<file path="config.mk">
export PLATFORM = sky130hd
export DESIGN_NAME = add_seq_arbiter
export DESIGN_NICKNAME = d
export VERILOG_FILES = /design/src/rtl/add_seq_pkg.sv /design/src/rtl/add_seq_arbiter_rr_arbiter.sv /design/src/rtl/adder16.sv /design/src/rtl/add_seq_arbiter.sv
export SDC_FILE = /design/constraint.sdc
export NUM_CORES = 1
export LEC_CHECK = 0
export ABC_AREA = 1
export CAP_MARGIN = 25
export CORE_AREA = 2 2 234 236
export CTS_CLUSTER_SIZE = 8
export DETAILED_ROUTE_END_ITERATION = 10
export DIE_AREA = 0 0 236 238
export HOLD_SLACK_MARGIN = 0.02
export PLACE_DENSITY = 0.54
export SLEW_MARGIN = 20
export SYNTH_ARGS = -nofsm -noshare
export SYNTH_HDL_FRONTEND = slang
export SYNTH_SLANG_ARGS = --single-unit
export TNS_END_PERCENT = 5
</file>
<file path="constraint.sdc">
create_clock -name clk -period 4.6 [get_ports clk]
set_input_delay 0.46 -clock clk [delete_from_list [all_inputs] [get_ports clk]]
set_output_delay 0.46 -clock clk [all_outputs]
set_load 0.01 [all_outputs]
</file>
<file path="src/rtl/add_seq_pkg.sv">
// Shared types and constants for the sequential shared-adder arbiter.
// Chunk width is fixed by the adder16 slice.
package add_seq_pkg;

    localparam int CHUNK_W = 16;

    typedef enum logic [1:0] {
        IDLE = 2'd0,
        RUN  = 2'd1,
        DONE = 2'd2
    } state_t;

    function automatic int chunk_count(input int width);
        return width / CHUNK_W;
    endfunction

endpackage

</file>
<file path="src/rtl/add_seq_arbiter_rr_arbiter.sv">
// Combinational round-robin arbiter: grants the first asserted request at or
// after ptr, wrapping modulo N. Emits a one-hot grant plus its index.
module rr_arbiter #(
    parameter int N     = 4,
    parameter int IDX_W = (N > 1) ? $clog2(N) : 1
) (
    input  logic [N-1:0]     req,
    input  logic [IDX_W-1:0] ptr,
    output logic [N-1:0]     grant,
    output logic [IDX_W-1:0] grant_idx,
    output logic             grant_valid
);

    logic [IDX_W:0]   cand_sum [N];
    logic [IDX_W-1:0] cand_idx [N];
    logic [N-1:0]     cand_hit;

    // Candidate gi is the requester gi positions after the pointer.
    generate
        for (genvar gi = 0; gi < N; gi++) begin : g_cand
            assign cand_sum[gi] = {1'b0, ptr} + (IDX_W + 1)'(gi);
            assign cand_idx[gi] = (cand_sum[gi] >= (IDX_W + 1)'(N))
                                ? IDX_W'(cand_sum[gi] - (IDX_W + 1)'(N))
                                : cand_sum[gi][IDX_W-1:0];
            assign cand_hit[gi] = req[cand_idx[gi]];
        end
    endgenerate

    always_comb begin
        grant_idx   = '0;
        grant_valid = 1'b0;
        grant       = '0;
        for (int i = N - 1; i >= 0; i--) begin
            if (cand_hit[i]) begin
                grant_idx   = cand_idx[i];
                grant_valid = 1'b1;
            end
        end
        for (int i = 0; i < N; i++) begin
            grant[i] = grant_valid && (grant_idx == IDX_W'(i));
        end
    end

endmodule

</file>
<file path="src/rtl/adder16.sv">
// 16-bit carry-lookahead adder slice: 4-bit lookahead groups with
// group generate/propagate feeding the next group's carry.
module adder16 (
    input  logic [15:0] a,
    input  logic [15:0] b,
    input  logic        cin,
    output logic [15:0] sum,
    output logic        cout
);

    logic [15:0] g;
    logic [15:0] p;
    logic [15:0] c;
    logic [4:0]  gc;

    assign g     = a & b;
    assign p     = a ^ b;
    assign gc[0] = cin;

    generate
        for (genvar gi = 0; gi < 4; gi++) begin : g_group
            localparam int B = 4 * gi;
            assign c[B]     = gc[gi];
            assign c[B + 1] = g[B] | (p[B] & gc[gi]);
            assign c[B + 2] = g[B + 1] | (p[B + 1] & g[B]) | (p[B + 1] & p[B] & gc[gi]);
            assign c[B + 3] = g[B + 2] | (p[B + 2] & g[B + 1]) | (p[B + 2] & p[B + 1] & g[B])
                            | (p[B + 2] & p[B + 1] & p[B] & gc[gi]);
            assign gc[gi + 1] = g[B + 3] | (p[B + 3] & g[B + 2]) | (p[B + 3] & p[B + 2] & g[B + 1])
                              | (p[B + 3] & p[B + 2] & p[B + 1] & g[B])
                              | ((&p[B + 3:B]) & gc[gi]);
        end
    endgenerate

    assign sum  = p ^ c;
    assign cout = gc[4];

endmodule

</file>
<file path="src/rtl/add_seq_arbiter.sv">
// Round-robin shared adder: WIDTH-bit adds run as CHUNKS passes through one adder16.
// Optional signed-overflow output enabled by defining ADD_SEQ_ARBITER_OVERFLOW_EN.
module add_seq_arbiter
    import add_seq_pkg::*;
#(
    parameter int NUM_REQ = 4,
    parameter int WIDTH   = 64
) (
    input  logic                       clk,
    input  logic                       rst_n,
    input  logic [NUM_REQ-1:0]         req_valid,
    output logic [NUM_REQ-1:0]         req_ready,
    input  logic [NUM_REQ*WIDTH-1:0]   req_a,
    input  logic [NUM_REQ*WIDTH-1:0]   req_b,
    input  logic [NUM_REQ-1:0]         req_cin,
    output logic                       resp_valid,
    input  logic                       resp_ready,
    output logic [$clog2(NUM_REQ)-1:0] resp_id,
    output logic [WIDTH-1:0]           resp_sum,
    output logic                       resp_carry
`ifdef ADD_SEQ_ARBITER_OVERFLOW_EN
    ,
    output logic                       resp_overflow
`endif
);

    localparam int CHUNKS = chunk_count(WIDTH);
    localparam int ID_W   = $clog2(NUM_REQ);
    localparam int CNT_W  = (CHUNKS > 1) ? $clog2(CHUNKS) : 1;

    state_t            state_reg, state_next;
    logic [ID_W-1:0]   rr_ptr_reg, rr_ptr_next;
    logic [CNT_W-1:0]  chunk_reg, chunk_next;
    logic              carry_reg, carry_next;
    logic [WIDTH-1:0]  a_reg, a_next;
    logic [WIDTH-1:0]  b_reg, b_next;
    logic [WIDTH-1:0]  sum_reg, sum_next;
    logic [ID_W-1:0]   id_reg, id_next;

    logic [NUM_REQ-1:0] grant;
    logic [ID_W-1:0]    grant_idx;
    logic               grant_valid;

    logic [CHUNK_W-1:0] add_a;
    logic [CHUNK_W-1:0] add_b;
    logic [CHUNK_W-1:0] add_sum;
    logic               add_cout;

    rr_arbiter #(
        .N     (NUM_REQ),
        .IDX_W (ID_W)
    ) u_rr_arbiter (
        .req         (req_valid),
        .ptr         (rr_ptr_reg),
        .grant       (grant),
        .grant_idx   (grant_idx),
        .grant_valid (grant_valid)
    );

    // carry_reg holds cin for chunk 0, so the adder always takes carry_reg.
    adder16 u_adder16 (
        .a    (add_a),
        .b    (add_b),
        .cin  (carry_reg),
        .sum  (add_sum),
        .cout (add_cout)
    );

    always_comb begin
        add_a = '0;
        add_b = '0;
        for (int i = 0; i < CHUNKS; i++) begin
            if (chunk_reg == CNT_W'(i)) begin
                add_a = a_reg[i*CHUNK_W +: CHUNK_W];
                add_b = b_reg[i*CHUNK_W +: CHUNK_W];
            end
        end
    end

    always_ff @(posedge clk or negedge rst_n) begin
        if (!rst_n) begin
            state_reg  <= IDLE;
            rr_ptr_reg <= '0;
            chunk_reg  <= '0;
            carry_reg  <= 1'b0;
            a_reg      <= '0;
            b_reg      <= '0;
            sum_reg    <= '0;
            id_reg     <= '0;
        end else begin
            state_reg  <= state_next;
            rr_ptr_reg <= rr_ptr_next;
            chunk_reg  <= chunk_next;
            carry_reg  <= carry_next;
            a_reg      <= a_next;
            b_reg      <= b_next;
            sum_reg    <= sum_next;
            id_reg     <= id_next;
        end
    end

    always_comb begin
        state_next  = state_reg;
        rr_ptr_next = rr_ptr_reg;
        chunk_next  = chunk_reg;
        carry_next  = carry_reg;
        a_next      = a_reg;
        b_next      = b_reg;
        sum_next    = sum_reg;
        id_next     = id_reg;
        req_ready   = '0;
        resp_valid  = 1'b0;

        case (state_reg)
            IDLE: begin
                if (grant_valid) begin
                    // Gated so no requester sees an accept while reset is held.
                    req_ready = grant & {NUM_REQ{rst_n}};
                    for (int i = 0; i < NUM_REQ; i++) begin
                        if (grant[i]) begin
                            a_next     = req_a[i*WIDTH +: WIDTH];
                            b_next     = req_b[i*WIDTH +: WIDTH];
                            carry_next = req_cin[i];
                        end
                    end
                    id_next     = grant_idx;
                    rr_ptr_next = (grant_idx == ID_W'(NUM_REQ - 1)) ? '0 : grant_idx + ID_W'(1);
                    chunk_next  = '0;
                    state_next  = RUN;
                end
            end
            RUN: begin
                for (int i = 0; i < CHUNKS; i++) begin
                    if (chunk_reg == CNT_W'(i)) begin
                        sum_next[i*CHUNK_W +: CHUNK_W] = add_sum;
                    end
                end
                carry_next = add_cout;
                if (chunk_reg == CNT_W'(CHUNKS - 1)) begin
                    state_next = DONE;
                end else begin
                    chunk_next = chunk_reg + CNT_W'(1);
                end
            end
            DONE: begin
                resp_valid = 1'b1;
                if (resp_ready) begin
                    state_next = IDLE;
                end
            end
            default: begin
                state_next = IDLE;
            end
        endcase
    end

    assign resp_id    = id_reg;
    assign resp_sum   = sum_reg;
    assign resp_carry = carry_reg;

`ifdef ADD_SEQ_ARBITER_OVERFLOW_EN
    logic a_msb_reg;
    logic b_msb_reg;

    always_ff @(posedge clk or negedge rst_n) begin
        if (!rst_n) begin
            a_msb_reg <= 1'b0;
            b_msb_reg <= 1'b0;
        end else if (state_reg == IDLE && grant_valid) begin
            a_msb_reg <= a_next[WIDTH-1];
            b_msb_reg <= b_next[WIDTH-1];
        end
    end

    assign resp_overflow = (a_msb_reg == b_msb_reg) && (sum_reg[WIDTH-1] != a_msb_reg);
`endif

endmodule
</file>
==> qor.txt, run 1 <==
=================================================================================
Result of the run .................................................. finished clean
Buffer depth of the longest clock path .............................            3
Proportion of total power due to net switching .....................        0.560
Post-synthesis area per instance ...................................    6.70 um^2
Syn. warnings ......................................................            0
Initial antenna violation count ....................................            5
Synth Instances ....................................................         2048
Ports ..............................................................          595
Kind of cell adding the most delay to the critical path ............ compound AO/OA/AOI/OAI gates
Combined area of all synthesized cells .............................   13700 um^2
Slowest library cell on the worst path ............................. sky130_fd_sc_hd__fa_1
Quantity of gates resized following cts ............................            0
GRT Total Usage ....................................................        0.220
Internal Power .....................................................      8320 uW
Sum of overflow across all layers after global routing .............            0
HPWL after detailed placement ......................................     49700 um
Maximum number of pins on one net before global-route repair .......          129
Biggest fanout along the worst timing path .........................           12
DIE AREA ...........................................................   56200 um^2
Maximum Capacitance Violations .....................................            0
Setup TNS ..........................................................         0 ns
Drt total wl .......................................................     64400 um
Pwr per Cell Area ..................................................  897 nW/um^2
Required @ worst endpoint ..........................................      5.07 ns
Most common cell after layout, fill and taps aside ................. sky130_fd_sc_hd__clkdlybuf4s50_1
Transition time at the pin with the least slew margin ..............      1.03 ns
Cell with the most instances on the worst path ..................... sky130_fd_sc_hd__nand2_1
Number of cells after detailed placement ...........................         3228
Share of power burned in the clock network .........................        0.100
Maximum level of the CTS H-tree ....................................            1
Final worst clock skew .............................................    0.0122 ns
# clock sinks ......................................................          201
Final setup violation count ........................................            0
Routed vias ........................................................        15787
Element type at the critical path end ..............................     register
CTS tree ...........................................................        built
Post-layout net count ..............................................         3115
Starting utilization of the core area ..............................        0.256
Leakage dissipation ................................................   0.00951 uW
Final Core Density .................................................        0.394
Cts bufs inserted ..................................................           29
DIE WIDTH ..........................................................       236 um
Synthesized netlist net count ......................................         2599
Clock period minus worst slack .....................................      3.80 ns
Data arrival time at the worst-slack endpoint ......................      4.27 ns
Global-route wire length before repair .............................     95400 um
DRC violations left ................................................            0
Final Hold Vio Count ...............................................            0
WL/cell ............................................................      19.7 um
Part of the power in combinational logic ...........................        0.723
Critical-path cell list ............................................ inv_1 -> ha_1 -> inv_1 -> nor2_4 -> buf_4 -> a22oi_1 -> nand2_1 -> a22oi_1 -> inv_1 -> ha_1 -> a21oi_1 -> o21bai_1 -> a21oi_1 -> nand2_1 -> fa_1 -> xor2_1 -> nand2_1 -> nand2_1
Number of setup buffers added after CTS ............................            0
Initial DRC Count ..................................................         1198
Post-synthesis to final-layout area growth .........................        53.8%
Largest incremental delay on the critical path .....................      0.45 ns
Unrepaired setup endpoints after global routing ....................        false
GPL Wtd Cong .......................................................        0.884
Max rail drop VDD ..................................................   0.000683 V
Flop and latch count out of synthesis ..............................          201
Hold buffer count at CTS ...........................................            1
Count of standard-cell rows ........................................           85
Number of routed nets with antenna violations ......................            0
Mean number of vias per cell .......................................         4.84
Switching power ....................................................     10600 uW
Clock slew seen by the registers of the worst setup and hold paths .      0.05 ns
Root buffer cell ................................................... sky130_fd_sc_hd__clkbuf_16
Netlist cell types .................................................           36
Sequential share of the synthesized area ...........................        0.367
Most frequent cells in the layout .................................. sky130_fd_sc_hd__clkdlybuf4s50_1, sky130_fd_sc_hd__nand2_1, sky130_fd_sc_hd__o21ai_0
Vertical die dimension .............................................       238 um
Detailed Routing Iterations Pass 1 .................................            5
Post-route insts no fill ...........................................         3265
Total count of max-transition violations in the final report .......            0
Count of buffer and inverter cells on the critical path ............            4
Insertion delay of the later-clocked pin in the worst-skew pair ....      0.54 ns
Fin area ...........................................................   21100 um^2
Relative slew slack ................................................        0.314
Placed Area ........................................................   20300 um^2
Core Footprint .....................................................   53500 um^2
Number of global-route vias before repair ..........................        15529
Min-Delay Path Class ............................................... register to register
Fill cell count ....................................................         5577
Achievable frequency ...............................................      263 MHz
Layout cells sized above 1 .........................................       0.0624
Crit path kind ..................................................... register to register
Input/output buffers ...............................................          594
Final worst-path cycle share .......................................        0.825
Category of the worst setup path launch point ......................     register
Sequential share of power ..........................................        0.177
=================================================================================
-- worst register-to-register path: cells and delay by family (launching register included) --
| kind | cells | cell delay, ns |
|---|---|---|
| buffers and inverters | 4 | 0.49 |
| adders and majority gates | 3 | 0.88 |
| xor gates and xnor gates | 1 | 0.26 |
| and+or+nand+nor | 5 | 0.52 |
| DFF | 1 | 0.38 |
| AOI/OAI and AO/OA | 5 | 1.21 |
-- metrics by stage --
stage / setup slack (ns) / total power (uW) / hold slack, ns
global placement: 0.802 / 16900 / 0.461
detailed placement: 0.663 / 17100 / 0.459
CTS: 0.771 / 19100 / 0.478
finish: 0.804 / 18900 / 0.472
global route: 0.439 / 20600 / 0.507
floorplan: 1.21 / 11700 / 0.164
-- cells in the mapped netlist --
cell type	count	area [um^2]
sky130_fd_sc_hd__nand3b_1	1	7.51
sky130_fd_sc_hd__nor3_1	3	15.0
sky130_fd_sc_hd__buf_2	37	185
sky130_fd_sc_hd__buf_4	2	15.0
sky130_fd_sc_hd__or2_2	1	6.26
sky130_fd_sc_hd__nand4_1	4	25.0
sky130_fd_sc_hd__clkbuf_2	4	20.0
sky130_fd_sc_hd__a31oi_1	1	6.26
sky130_fd_sc_hd__nand3_2	2	20.0
sky130_fd_sc_hd__fa_1	4	80.1
sky130_fd_sc_hd__buf_1	5	18.8
sky130_fd_sc_hd__ha_1	24	300
sky130_fd_sc_hd__o21a_1	2	15.0
sky130_fd_sc_hd__o21bai_1	1	7.51
sky130_fd_sc_hd__nor2_1	186	698
sky130_fd_sc_hd__dfrtp_1	201	5030
sky130_fd_sc_hd__clkinv_1	1	3.75
sky130_fd_sc_hd__a22o_1	2	17.5
sky130_fd_sc_hd__buf_12	4	80.1
sky130_fd_sc_hd__inv_1	171	642
sky130_fd_sc_hd__clkbuf_1	90	338
sky130_fd_sc_hd__xor2_1	4	35.0
sky130_fd_sc_hd__nand2_2	43	269
sky130_fd_sc_hd__a21oi_1	155	776
sky130_fd_sc_hd__buf_6	3	33.8
sky130_fd_sc_hd__xnor2_1	3	26.3
sky130_fd_sc_hd__a22oi_1	22	165
sky130_fd_sc_hd__o21ai_0	264	1320
sky130_fd_sc_hd__o31ai_1	11	82.6
sky130_fd_sc_hd__buf_8	1	15.0
sky130_fd_sc_hd__o21ai_2	40	350
sky130_fd_sc_hd__a221oi_1	11	96.3
sky130_fd_sc_hd__o21ai_1	6	30.0
sky130_fd_sc_hd__nand2_1	572	2150
sky130_fd_sc_hd__and3_1	1	6.26
sky130_fd_sc_hd__nand3_1	166	831
-- kinds of logic after synthesis --
| family | share of synthesized area |
|---|---|
| simple gates | 0.293 |
| compound gates | 0.209 |
| buf+inv | 0.0985 |
| flops | 0.367 |
| fa+ha+maj | 0.0277 |
| xor+xnor | 0.00447 |
-- per-layer routing --
layer / GRT usage / vias to the layer above / part of all wire / wire [um]
met5: 0 / - / 0.00042 / 27
met4: 0.0593 / 4 / 0.027 / 1740
met3: 0.0405 / 97 / 0.060 / 3880
met2: 0.375 / 571 / 0.48 / 31000
met1: 0.286 / 7416 / 0.43 / 27700
li1: - / 7699 / - / -
-- cell type report --
| type | instances | area (um^2) | share of cell area |
|---|---|---|---|
| multi-input cells | 1529 | 7400 | 0.351 |
| repair buffers | 631 | 6370 | 0.302 |
| flip-flops and latches | 201 | 5030 | 0.238 |
| well taps | 696 | 871 | 0.0413 |
| clock buffers | 32 | 737 | 0.0349 |
| inverters | 172 | 651 | 0.0308 |
| clock inverters | 1 | 30.0 | 0.00142 |
| diodes | 3 | 7.51 | 0.000356 |
-- power by group through the flow --
stage	Combinational, uW	Clock [uW]	Sequential [uW]
after CTS	13800	1950	3350
after detailed placement	13700	0	3360
after global routing	15200	2020	3430
final	13700	1900	3350
after floorplan	8520	0	3180
after global placement	13600	0	3380
-- final timing paths --
check,start,depth (start not counted),slack [ns],endpoint
setup / recovery,chunk_reg[0],18,0.80,resp_sum[61]
hold / removal,resp_sum[37],2,0.47,resp_sum[37]
setup reg to reg,chunk_reg[0],18,0.80,resp_sum[61]
hold reg to reg,resp_sum[37],2,0.47,resp_sum[37]
max in group asynchronous,rst_n,3,2.77,b_reg[5]
min in group asynchronous,rst_n,2,0.52,resp_sum[52]
No activity file was read; power rests on OpenSTA's default activity.
==> run 2: changes to the inputs <==
Clock period 4.6 ns to 3.6 ns, I/O delays scaled along.
==> run 2 against run 1 <==
Effect of this change: clock power up 24%; critical path depth shrank 6; power up 32%; cell count up 0.92%; sequential cell count stayed put; worst setup slack lost 0.68 ns; largest cell class unchanged.
==> qor.txt, run 2 (synthesized netlist as in run 1, its figures left out) <==
=================================================================================
Fin Hold WS ........................................................     0.292 ns   -0.180 ns
Achievable frequency ...............................................      287 MHz
Total power draw ...................................................     24900 uW   +32%
Final worst clock skew .............................................    0.0227 ns   +0.0105 ns
Post-synthesis to final-layout area growth .........................        56.4%
Final setup violation count ........................................            0   unchanged
Required @ worst endpoint ..........................................      3.24 ns   -1.83 ns
DIE WIDTH ..........................................................       236 um   unchanged
Drt total wl .......................................................     64200 um   -0.31%
Sum of overflow across all layers after global routing .............            0   unchanged
Post-route insts no fill ...........................................         3295   +0.92%
CTS tree ...........................................................        built
GPL Wtd Cong .......................................................        0.915   +3.5%
Kind of cell adding the most delay to the critical path ............ buffers and inverters
Mean number of vias per cell .......................................         4.80   -0.67%
Clock slew seen by the registers of the worst setup and hold paths .      0.05 ns   about the same
Setup TNS ..........................................................         0 ns   unchanged
Count of standard-cell rows ........................................           85   unchanged
Transition time at the pin with the least slew margin ..............     0.766 ns   -0.260 ns
R2R Setup Slk ......................................................      0.26 ns   -0.54 ns
DRC violations left ................................................            0   unchanged
Data arrival time at the worst-slack endpoint ......................      3.12 ns   -1.15 ns
Global-route wire length before repair .............................     94700 um   -0.72%
WL/cell ............................................................      19.5 um   -1.2%
Pwr per Cell Area .................................................. 1160 nW/um^2   +29%
Result of the run .................................................. finished clean
Maximum level of the CTS H-tree ....................................            1   unchanged
Post-layout net count ..............................................         3146   +1.0%
Detailed Routing Iterations Pass 1 .................................            7   +2
# clock sinks ......................................................          201   unchanged
Placement Setup Slack ..............................................    0.0527 ns   -0.610 ns
Most common cell after layout, fill and taps aside ................. sky130_fd_sc_hd__clkdlybuf4s50_1
Number of routed nets with antenna violations ......................            0   unchanged
Most frequent cells in the layout .................................. sky130_fd_sc_hd__clkdlybuf4s50_1, sky130_fd_sc_hd__nand2_1, sky130_fd_sc_hd__o21ai_0
Ports ..............................................................          595   unchanged
Final Hold Vio Count ...............................................            0   unchanged
Element type at the critical path end .............................. primary output
Biggest fanout along the worst timing path .........................            7   -5
DIE AREA ...........................................................   56200 um^2   unchanged
Maximum number of pins on one net before global-route repair .......           82   -36%
Min-Delay Path Class ............................................... input port to asynchronous set/reset pin
Category of the worst setup path launch point ......................     register
Clock period minus worst slack .....................................      3.48 ns
Relative slew slack ................................................        0.489   +0.175
Crit path kind ..................................................... register to primary output
Count of buffer and inverter cells on the critical path ............            2   -2
Unrepaired setup endpoints after global routing ....................         true
Input/output buffers ...............................................          594   unchanged
Total count of max-transition violations in the final report .......            0   unchanged
Final worst-path cycle share .......................................        0.966
Routed vias ........................................................        15825   +0.24%
Initial antenna violation count ....................................            2   -3
Layout cells sized above 1 .........................................       0.0797   +0.0173
Min setup slack post-route .........................................     0.121 ns   -0.683 ns
Critical-path cell list ............................................ buf_4 -> nand2_1 -> o21ai_0 -> o21ai_0 -> o21ai_0 -> o21ai_0 -> nand2_1 -> nand2_2 -> ha_4 -> nand2_4 -> nor2_1 -> clkdlybuf4s50_1
Insertion delay of the later-clocked pin in the worst-skew pair ....      0.54 ns   about the same
Fill cell count ....................................................         5542   -0.63%
Maximum Capacitance Violations .....................................            0   unchanged
Cts bufs inserted ..................................................           29   unchanged
Buffer depth of the longest clock path .............................            3   unchanged
GRT Total Usage ....................................................        0.220   -0.000475
Cell with the most instances on the worst path ..................... sky130_fd_sc_hd__o21ai_0
Slowest library cell on the worst path ............................. sky130_fd_sc_hd__clkdlybuf4s50_1
Max rail drop VDD ..................................................   0.000890 V   +30%
Largest incremental delay on the critical path .....................      0.57 ns   +0.12 ns
Leakage dissipation ................................................   0.00974 uW   +2.4%
Number of global-route vias before repair ..........................        15476   -0.34%
Initial DRC Count ..................................................         1026   -14%
Root buffer cell ................................................... sky130_fd_sc_hd__clkbuf_16
Vertical die dimension .............................................       238 um   unchanged
Number of cells after detailed placement ...........................         3254   +0.81%
Core Footprint .....................................................   53500 um^2   unchanged
HPWL after detailed placement ......................................     51000 um   +2.7%
Starting utilization of the core area ..............................        0.256   unchanged
=================================================================================
## run 2: changes by cell type in the layout (fill, tap and decap cells not counted), moves of 3 or more
cell	before	now
sky130_fd_sc_hd__buf_12	11	16
sky130_fd_sc_hd__nand2_1	572	569
sky130_fd_sc_hd__buf_4	25	50
sky130_fd_sc_hd__nand2_2	41	44
## run 2: repair_timing
item                                   4_1_cts  5_1_grt
setup endpoints to repair                    2       32
setup buffers                                0        4
endpoints found under the hold margin       28        0
hold buffers                                 1        0
cloned                                       0        0
pin swaps                                    0        1
gates resized for setup                      2       18
## run 2: final timing paths
kind / cells after the start / to / startpoint
worst max-delay path: 12 / req_ready[1] / rr_ptr_reg[0]
worst min-delay path: 2 / b_reg[58] / rst_n
worst max register to register: 19 / resp_sum[9] / chunk_reg[0]
worst min register to register: 2 / resp_sum[1] / resp_sum[1]
max in group asynchronous: 4 / a_reg[49] / rst_n
min in group clk: 2 / resp_sum[1] / resp_sum[1]
## run 2: metal layers
metal / vias up / GRT usage / wire, um
li1: 7758 / - / -
met5: - / 0 / 16
met2: 586 / 0.375 / 30900
met3: 90 / 0.0386 / 4080
met1: 7389 / 0.288 / 27500
met4: 2 / 0.0560 / 1740
## run 2: stage by stage
| stage | area (um^2) | util |
|---|---|---|
| finish | 21500 | 0.401 |
| global route | 21500 | 0.401 |
| CTS | 21300 | 0.399 |
| detailed placement | 20600 | 0.384 |
| global placement | 20600 | 0.384 |
| floorplan | 13700 | - |
## run 2: power breakdown
group	switching (uW)	total [uW]	internal [uW]
Combinational	11900	18300	6350
Clock	942	2350	1410
Sequential	889	4310	3420
## run 2: worst reg2reg max path: stages (launching register included)
cell	delay, ns
sky130_fd_sc_hd__dfrtp_1	0.38
sky130_fd_sc_hd__inv_1	0.10
sky130_fd_sc_hd__ha_1	0.20
sky130_fd_sc_hd__inv_1	0.11
sky130_fd_sc_hd__nor2_4	0.05
sky130_fd_sc_hd__buf_12	0.16
sky130_fd_sc_hd__a221oi_1	0.36
sky130_fd_sc_hd__o31ai_2	0.14
sky130_fd_sc_hd__ha_1	0.31
sky130_fd_sc_hd__nand2_1	0.05
sky130_fd_sc_hd__nor2_1	0.09
sky130_fd_sc_hd__nand2_1	0.07
sky130_fd_sc_hd__nand3_2	0.11
sky130_fd_sc_hd__nand2_1	0.08
sky130_fd_sc_hd__nand2_2	0.10
sky130_fd_sc_hd__inv_1	0.07
sky130_fd_sc_hd__fa_1	0.46
sky130_fd_sc_hd__xnor2_2	0.27
sky130_fd_sc_hd__nand2_1	0.10
sky130_fd_sc_hd__nand2_1	0.07
## run 2: area by class of cell
class                           count  area, um^2  share of cell area
Multi-Input combinational cell   1529        7470               0.348
Inverter                          172         651              0.0303
Clock buffer                       33         741              0.0345
Clock inverter                      1        5.00            0.000233
Sequential cell                   201        5030               0.234
Timing Repair Buffer              662        6690               0.312
Antenna cell                        1        2.50            0.000117
Tap cell                          696         871              0.0406
==> run 3: changes to the inputs <==
--- a/config.mk
+++ b/config.mk
@@ -7,5 +7,4 @@
 export LEC_CHECK = 0
 export ABC_AREA = 1
-export CAP_MARGIN = 25
 export CORE_AREA = 2 2 234 236
 export CTS_CLUSTER_SIZE = 8
@@ -14,4 +13,5 @@
 export HOLD_SLACK_MARGIN = 0.02
 export PLACE_DENSITY = 0.54
+export SKIP_CTS_REPAIR_TIMING = 1
 export SLEW_MARGIN = 20
 export SYNTH_ARGS = -nofsm -noshare
==> constraint.sdc (replaced) <==
create_clock -name clk -period 3.6 [get_ports clk]
set_input_delay 0.9 -clock clk [delete_from_list [all_inputs] [get_ports clk]]
set_output_delay 0.9 -clock clk [all_outputs]
set_load 0.01 [all_outputs]
==> run 3 against run 2 <==
Effect of this change: power rose by 5.4%; highest routed layer unchanged; via count rose by 1.3%; sequential share of layout area fell by 0.85 points; wire length rose by 0.40%.
==> qor.txt, run 3 (synthesized netlist as in run 1, its figures left out) <==
=================================================================================
Fin Hold WS ........................................................     0.408 ns   +0.116 ns
Switching power ....................................................     13900 uW   +1.3%
Starting utilization of the core area ..............................        0.256   unchanged
Most frequent cells in the layout .................................. sky130_fd_sc_hd__clkdlybuf4s50_1, sky130_fd_sc_hd__nand2_1, sky130_fd_sc_hd__o21ai_0
WL/cell ............................................................      19.2 um   -1.7%
Multi-input logic area .............................................    7690 um^2   +3.0%
Final worst-path cycle share .......................................        0.966   about the same
Maximum Capacitance Violations .....................................            0   unchanged
Final Hold Vio Count ...............................................            0   unchanged
Initial antenna violation count ....................................            5   +3
Launch point of the worst reg-to-reg path .......................... chunk_reg[0]
Clock slew seen by the registers of the worst setup and hold paths .      0.05 ns   about the same
Sum of overflow across all layers after global routing .............            0   unchanged
Final Core Density .................................................        0.416   +0.0153
DIE AREA ...........................................................   56200 um^2   unchanged
Internal Power .....................................................     12300 uW   +10%
Leakage dissipation ................................................    0.0101 uW   +4.0%
CTS tree ...........................................................        built
Drt total wl .......................................................     64500 um   +0.40%
Pwr per Cell Area .................................................. 1180 nW/um^2   +1.5%
Ports ..............................................................          595   unchanged
Biggest fanout along the worst timing path .........................           11   +4
Post-synthesis to final-layout area growth .........................        62.4%
Number of global-route vias before repair ..........................        15786   +2.0%
Count of standard-cell rows ........................................           85   unchanged
Sequential share of power ..........................................        0.163   -0.010
DRC violations left ................................................            0   unchanged
Critical-path cell list ............................................ inv_1 -> nand2_1 -> nand2_1 -> nand2_1 -> nand2_1 -> nor2_2 -> nor2_1 -> nand3_1 -> nand2_2 -> inv_2 -> ha_2 -> nand2_1 -> nor2_2 -> buf_2
Total count of max-transition violations in the final report .......            0   unchanged
Max rail drop VDD ..................................................   0.000767 V   -14%
Storage cell area ..................................................    5030 um^2   about the same
Input/output buffers ...............................................          594   unchanged
Initial DRC Count ..................................................         1047   +2.0%
Achievable frequency ...............................................      288 MHz   about the same
Required @ worst endpoint ..........................................      2.70 ns   -0.54 ns
HPWL after detailed placement ......................................     50000 um   -2.0%
Slowest library cell on the worst path ............................. sky130_fd_sc_hd__dfrtp_2
Unrepaired setup endpoints after global routing ....................         true
Placed Area ........................................................   21100 um^2   +2.5%
Buffer depth of the longest clock path .............................            3   unchanged
Data arrival time at the worst-slack endpoint ......................      2.58 ns   -0.54 ns
Proportion of total power due to net switching .....................        0.530   -0.0211
Element type at the critical path end .............................. primary output
Cts bufs inserted ..................................................           29   unchanged
Core Footprint .....................................................   53500 um^2   unchanged
Number of routed nets with antenna violations ......................            0   unchanged
Detailed Routing Iterations Pass 1 .................................            7   unchanged
Fin area ...........................................................   22300 um^2   +3.8%
Crit path kind ..................................................... register to primary output
Clock period minus worst slack .....................................      3.48 ns   -0.00229 ns
Mean number of vias per cell .......................................         4.76   -0.84%
Final setup violation count ........................................            0   unchanged
Vertical die dimension .............................................       238 um   unchanged
GPL Wtd Cong .......................................................        0.920   +0.46%
Final worst clock skew .............................................    0.0155 ns   -0.00723 ns
Min-Delay Path Class ............................................... input port to asynchronous set/reset pin
DIE WIDTH ..........................................................       236 um   unchanged
Logic depth of the worst register-to-register path .................           22   +3
Category of the worst setup path launch point ......................     register
Cell with the most instances on the worst path ..................... sky130_fd_sc_hd__nand2_1
Transition time at the pin with the least slew margin ..............     0.912 ns   +0.145 ns
Maximum number of pins on one net before global-route repair .......          134   +63%
Maximum level of the CTS H-tree ....................................            1   unchanged
Routed vias ........................................................        16026   +1.3%
Layout cells sized above 1 .........................................        0.122   +0.0427
Relative slew slack ................................................        0.392   -0.0964
GRT Total Usage ....................................................        0.218   -0.00232
Root buffer cell ................................................... sky130_fd_sc_hd__clkbuf_16
Global-route wire length before repair .............................     93900 um   -0.82%
Result of the run .................................................. finished clean
Part of the power in combinational logic ...........................        0.745   +0.012
Largest incremental delay on the critical path .....................      0.51 ns   -0.06 ns
Share of power burned in the clock network .........................        0.093   -0.002
Crit. Startpoint ................................................... rr_ptr_reg[0]
Post-layout net count ..............................................         3210   +2.0%
R2R Setup Slk ......................................................      0.16 ns   -0.10 ns
Most common cell after layout, fill and taps aside ................. sky130_fd_sc_hd__clkdlybuf4s50_1
Fill cell count ....................................................         5578   +0.65%
Insertion delay of the later-clocked pin in the worst-skew pair ....      0.55 ns   about the same
# clock sinks ......................................................          201   unchanged
Capture point of the worst reg-to-reg path ......................... resp_sum[57]
=================================================================================
[run 3: worst max-delay path, delay by kind of cell (launching register included)]
| kind | cells | cell delay, ns |
|---|---|---|
| AND/OR/NAND/NOR | 10 | 0.96 |
| buffers and inverters | 3 | 0.37 |
| flip-flops | 1 | 0.51 |
| adder cells (fa/ha/maj) | 1 | 0.18 |
[run 3: worst max-delay path by stage]
stage	to	slack (ns)	cells after the start
final	req_ready[2]	0.12	14
after global routing	req_ready[2]	-0.03	14
after CTS	req_ready[2]	-0.57	15
after detailed placement	req_ready[2]	-0.55	15
after global placement	req_ready[2]	-0.58	15
after floorplan	resp_sum[13]	0.21	22
[run 3: final cells by class]
type                       count  share of cell area
clock buffer                  34              0.0343
antenna                        6            0.000674
inverter                     172              0.0293
multi-input combinational   1529               0.345
sequential                   201               0.226
clock inverter                 1            0.000393
timing repair buffer         726               0.325
tap                          696              0.0391
[run 3: routing by layer]
layer  track usage  part of all wire  vias up
li1              -                 -     7895
met1         0.283              0.43     7445
met2         0.367              0.48      587
met3        0.0430             0.064       97
met4        0.0596             0.028        2
met5             0           0.00025        -
[run 3: power by group through the flow]
stage	Clock [uW]	Combinational [uW]	Sequential, uW
2_1_floorplan	0	10900	4070
3_3_place_gp	0	18700	4220
3_5_place_dp	0	18900	4240
4_1_cts	2490	19000	4220
5_1_grt	2590	21600	4390
6_report	2430	19500	4270
[run 3: per-stage QoR]
step / setup WS [ns] / TNS, ns / power, uW / std cells
floorplan: 0.209 / 0 / 14900 / 2048
CTS: -0.570 / -4.81 / 25700 / 3347
global route: -0.0321 / -0.0456 / 28600 / 3362
finish: 0.123 / 0 / 26200 / 3365
global placement: -0.580 / -45.26 / 22900 / 3312
detailed placement: -0.551 / -41.21 / 23200 / 3312
